==> src/rtl/regfile_wb_arbiter.sv <==
// Writeback arbiter for the LA64 register file: one holding entry per source,
// up to two round-robin grants per cycle driven onto two registered write ports.
module regfile_wb_arbiter #(
  parameter int NUM_SRC = 4,
  parameter int ADDR_W  = 5,
  parameter int DATA_W  = 64
) (
  input  logic                      clk,
  input  logic                      rst,
  input  logic [NUM_SRC-1:0]        i_req_valid,
  output logic [NUM_SRC-1:0]        o_req_ready,
  input  logic [NUM_SRC*ADDR_W-1:0] i_req_waddr,
  input  logic [NUM_SRC*DATA_W-1:0] i_req_wdata,
  output logic                      o_we_1,
  output logic [ADDR_W-1:0]         o_waddr_1,
  output logic [DATA_W-1:0]         o_wdata_1,
  output logic                      o_we_2,
  output logic [ADDR_W-1:0]         o_waddr_2,
  output logic [DATA_W-1:0]         o_wdata_2,
  output logic                      o_idle
);
  localparam int IDX_W = (NUM_SRC > 1) ? $clog2(NUM_SRC) : 1;
  localparam logic [IDX_W:0] NUM_SRC_W = (IDX_W+1)'(NUM_SRC);

  logic [NUM_SRC-1:0]             held_q;
  logic [NUM_SRC-1:0][ADDR_W-1:0] addr_q;
  logic [NUM_SRC-1:0][DATA_W-1:0] data_q;
  logic [IDX_W-1:0]               rr_ptr_q, rr_ptr_d;

  logic [NUM_SRC-1:0] grant;
  logic               slot1_vld, slot2_vld, scan_stop;
  logic [IDX_W-1:0]   slot1_idx, slot2_idx, last_idx;
  logic [IDX_W:0]     scan_pos, rr_sum;

  logic              we1_q, we1_d, we2_q, we2_d;
  logic [ADDR_W-1:0] waddr1_q, waddr1_d, waddr2_q, waddr2_d;
  logic [DATA_W-1:0] wdata1_q, wdata1_d, wdata2_q, wdata2_d;

  // Scan from rr_ptr; a same nonzero address in the second pick ends the scan.
  always_comb begin
    grant     = '0;
    slot1_vld = 1'b0;
    slot2_vld = 1'b0;
    slot1_idx = '0;
    slot2_idx = '0;
    scan_stop = 1'b0;
    scan_pos  = '0;
    for (int k = 0; k < NUM_SRC; k++) begin
      scan_pos = {1'b0, rr_ptr_q} + (IDX_W+1)'(k);
      if (scan_pos >= NUM_SRC_W) scan_pos = scan_pos - NUM_SRC_W;
      if (!scan_stop && held_q[scan_pos[IDX_W-1:0]]) begin
        if (!slot1_vld) begin
          slot1_vld = 1'b1;
          slot1_idx = scan_pos[IDX_W-1:0];
        end else if (!slot2_vld) begin
          if (addr_q[scan_pos[IDX_W-1:0]] == addr_q[slot1_idx] && addr_q[slot1_idx] != '0) begin
            scan_stop = 1'b1;
          end else begin
            slot2_vld = 1'b1;
            slot2_idx = scan_pos[IDX_W-1:0];
          end
        end
      end
    end
    if (slot1_vld) grant[slot1_idx] = 1'b1;
    if (slot2_vld) grant[slot2_idx] = 1'b1;
  end

  always_comb begin
    last_idx = slot2_vld ? slot2_idx : slot1_idx;
    rr_sum   = {1'b0, last_idx} + (IDX_W+1)'(1);
    if (rr_sum == NUM_SRC_W) rr_sum = '0;
    rr_ptr_d = slot1_vld ? rr_sum[IDX_W-1:0] : rr_ptr_q;

    we1_d    = slot1_vld && (addr_q[slot1_idx] != '0);
    waddr1_d = slot1_vld ? addr_q[slot1_idx] : '0;
    wdata1_d = slot1_vld ? data_q[slot1_idx] : '0;
    we2_d    = slot2_vld && (addr_q[slot2_idx] != '0);
    waddr2_d = slot2_vld ? addr_q[slot2_idx] : '0;
    wdata2_d = slot2_vld ? data_q[slot2_idx] : '0;
  end

  assign o_req_ready = ~held_q | grant;
  assign o_idle      = ~|held_q & ~we1_q & ~we2_q;

  always_ff @(posedge clk or posedge rst) begin
    if (rst) begin
      held_q   <= '0;
      addr_q   <= '0;
      data_q   <= '0;
      rr_ptr_q <= '0;
      we1_q    <= 1'b0;
      waddr1_q <= '0;
      wdata1_q <= '0;
      we2_q    <= 1'b0;
      waddr2_q <= '0;
      wdata2_q <= '0;
    end else begin
      for (int n = 0; n < NUM_SRC; n++) begin
        if (i_req_valid[n] && o_req_ready[n]) begin
          held_q[n] <= 1'b1;
          addr_q[n] <= i_req_waddr[n*ADDR_W +: ADDR_W];
          data_q[n] <= i_req_wdata[n*DATA_W +: DATA_W];
        end else if (grant[n]) begin
          held_q[n] <= 1'b0;
        end
      end
      rr_ptr_q <= rr_ptr_d;
      we1_q    <= we1_d;
      waddr1_q <= waddr1_d;
      wdata1_q <= wdata1_d;
      we2_q    <= we2_d;
      waddr2_q <= waddr2_d;
      wdata2_q <= wdata2_d;
    end
  end

  assign o_we_1    = we1_q;
  assign o_waddr_1 = waddr1_q;
  assign o_wdata_1 = wdata1_q;
  assign o_we_2    = we2_q;
  assign o_waddr_2 = waddr2_q;
  assign o_wdata_2 = wdata2_q;

endmodule

==> config.mk <==
export PLATFORM = sky130hd
export DESIGN_NAME = regfile_wb_arbiter
export DESIGN_NICKNAME = d
export VERILOG_FILES = /design/src/rtl/regfile_wb_arbiter.sv
export SDC_FILE = /design/constraint.sdc
export NUM_CORES = 1
export LEC_CHECK = 0
export BUFFER_PORTS_ARGS = -buffer_cell sky130_fd_sc_hd__buf_2
export CAP_MARGIN = 20
export CORE_MARGIN = 2
export CORE_UTILIZATION = 55
export CTS_CLUSTER_DIAMETER = 120
export DETAILED_ROUTE_END_ITERATION = 10
export PLACE_DENSITY = 0.8
export REMOVE_ABC_BUFFERS = 1
export SETUP_SLACK_MARGIN = 0.2
export SYNTH_ARGS = -nofsm -noshare
export SYNTH_HDL_FRONTEND = slang
export SYNTH_SLANG_ARGS = --single-unit
==> constraint.sdc <==
create_clock -name clk -period 40.6 [get_ports clk]
set_input_delay 4.06 -clock clk [delete_from_list [all_inputs] [get_ports clk]]
set_output_delay 4.06 -clock clk [all_outputs]
set_load 0.005 [all_outputs]
==> run_results.csv <==
group,metric,value,unit
detailed_routing,drtIter0Drc,1432,
clock_tree,cts_tree,"yes",
placed_design,placedCellCount,2576,
floorplanning,ios,427,
clock_tree,cts-root-buf,"clkbuf_16",
worst_setup_path,cp_max_fo,70,
synthesis,synth_seq_cells,422,
synthesis,yosys_warnings,0,
run_status,status,"finished, final reports clean",
synthesis,netlist_area,20800,µm²
detailed_routing,vias,16600,
detailed_routing,drt-wirelength-per-cell,24.3,µm
clock_tree,numCtsBuffers,45,
worst_setup_path,cp.required,36.54,ns
global_route,grt_pass1_vias,17100,
global_route,overflow,0,
detailed_routing,ant_nets,0,
floorplanning,dieArea,39400,µm²
sta,totalNegativeSetupSlack,0,ns
clock_tree,clockBufferDepth,3,
floorplanning,core-area,37500,µm²
floorplanning,die-width,199,µm
clock_tree,cts-resized-gates,0,
synthesis,async_flop_share,1.00,
sta,postLayoutSetupSlackWorst,29.58,ns
synthesis,avgSynthCellArea,11.7,µm²
floorplanning,start_util,0.555,
clock_tree,clk_latency,0.58,ns
sta,slew_headroom,0.239,
worst_setup_path,cp.arrival,6.96,ns
sta,skew,0.0261,ns
worst_setup_path,crit_type,"reg -> out",
synthesis,ys_seq_area_frac,0.507,
detailed_routing,via_per_inst,6.21,
cells_and_area,mostFrequentLayoutCell,"buf_2",
sta,grt_setup_unrepaired,"no",
sta,max_slew.worst_pin.slew,1.14,ns
placed_design,place.gp.congestion,0.909,
global_route,grt_pass1_wl,98300,µm
cells_and_area,final_cells,2677,
floorplanning,row_count,71,
clock_tree,clk_pin_slew,0.06,ns
cells_and_area,syn_to_final_growth,18.3,%
cells_and_area,final_cell_area,24600,µm²
placed_design,hpwl,41100,µm
detailed_routing,firstDrtPassIters,5,
synthesis,synth_top_area_frac,0.507,
global_route,gr-usage-all-layers,0.328,
synthesis,syn-instance-count,1775,
sta,setup_viol,0,
clock_tree,h-tree-depth,2,
placed_design,io_buffers,426,
placed_design,dp_slack,30.39,ns
sta,hold_violations,0,
sta,post-route-min-period,11.02,ns
global_route,grt_max_degree,168,
job,maxCapViolations,0,
detailed_routing,finalWirelength,65000,µm
synthesis,synth_area_leaders,"dfrtp_1, mux2_2, mux2i_1, a211oi_1, nand2_1",
sta,final-max-slew-violation-count,0,
synthesis,synth_top_cell_by_area,"dfrtp_1",
clock_tree,cts_hold_buf,0,
detailed_routing,route.detailed.drc,0,
floorplanning,die_h,199,µm
hold_path,hp-class,"reg -> reg",
sta,fmax,90.8,MHz
placed_design,place_area,23100,µm²
synthesis,synth_edf_count,0,
sta,timing.final.crit_share,0.271,
worst_setup_path,critPathLaunchType,"flop",
synthesis,ys.flop_type,"dfrtp_1",
worst_setup_path,cp-end-kind,"output pin",
cells_and_area,fin_nets,2396,
global_route,antenna_found_initial,26,
clock_tree,cts.sinks,422,
synthesis,synth_cell_types,76,
cells_and_area,drive_above_1_share,0.390,
clock_tree,cts_setup_buffers,0,
cells_and_area,mostFrequentLayoutCells,"buf_2, dfrtp_1, nand2_1",
[through the flow]
| step | util | hold WS (ns) |
|---|---|---|
| after floorplan | - | 0.487 |
| after global placement | 0.616 | 0.499 |
| after detailed placement | 0.617 | 0.508 |
| after CTS | 0.654 | 0.522 |
| after global routing | 0.656 | 0.543 |
| final | 0.657 | 0.521 |
[cells by family after synthesis]
kind of cell | synth area share
fa+ha+maj | 0.000601
compound gates | 0.122
flops | 0.507
simple gates | 0.101
mux | 0.225
xor+xnor | 0.00463
buf+inv | 0.0396
[cell type report]
| type | instances | area (µm²) |
|---|---|---|
| multi-input cells | 1182 | 9550 |
| fillers | 2860 | 12900 |
| repair buffers | 451 | 2360 |
| diodes | 23 | 57.6 |
| flip-flops and latches | 422 | 10600 |
| clock buffers | 65 | 1290 |
| clock inverters | 12 | 105 |
| well taps | 511 | 639 |
| inverters | 11 | 48.8 |
[worst paths after layout]
check                      startpoint        endpoint  slack, ns  depth (start not counted)
max                         held_q[3]  o_req_ready[2]      29.58                         15
min                         data_q[3]       data_q[3]       0.52                          1
max reg2reg                 held_q[3]     data_q[143]      32.64                         17
min reg2reg                 data_q[3]       data_q[3]       0.52                          1
max in group asynchronous         rst   o_wdata_1[34]      35.55                          3
min in group asynchronous         rst   o_wdata_2[26]       3.62                          2
[sequential cells by signal, indices dropped and copies added, names as in the netlist]
register   count
data_q       256
o_wdata_1     64
o_wdata_2     64
addr_q        20
o_waddr_1      5
o_waddr_2      5
held_q         4
rr_ptr_q       2
o_we_1         1
o_we_2         1
[synthesized netlist by cell type (all sizes together), types with 6 or more instances]
library cell	count
nor3	11
dfrtp	422
mux2	284
inv	11
mux4	12
nor2	17
a211oi	134
xor2	8
and3	39
o211ai	23
o21ai	19
a21oi	15
and2	71
mux2i	109
a311oi	37
nand2b	18
a31oi	32
buf	70
nand2	249
o221ai	32
a21boi	6
clkbuf	90
[layer usage]
layer  track usage  up-vias  wire, µm  part of all wire
li1              -     7191         -                 -
met1         0.413     8375     25000              0.38
met2         0.529      843     31100              0.48
met3        0.0824      199      5900             0.091
met4         0.162       10      2930             0.045
met5             0        -        53           0.00082
[critical path, cell delays in order, from the launching register on]
cell      delay, ns
dfrtp_1        0.87
mux2_2         0.38
nand2_1        0.17
nand2_1        0.12
ha_1           0.54
inv_1          0.15
mux2i_4        0.37
mux4_2         0.58
a41oi_1        0.20
mux2i_2        0.16
o31a_1         0.42
nand4_1        0.17
a32o_4         0.73
buf_4          0.78
o221ai_2       0.31
buf_2          0.21
Power is not shown: default switching activity piles up to over one toggle a cycle in this logic, so the estimate is an artifact.
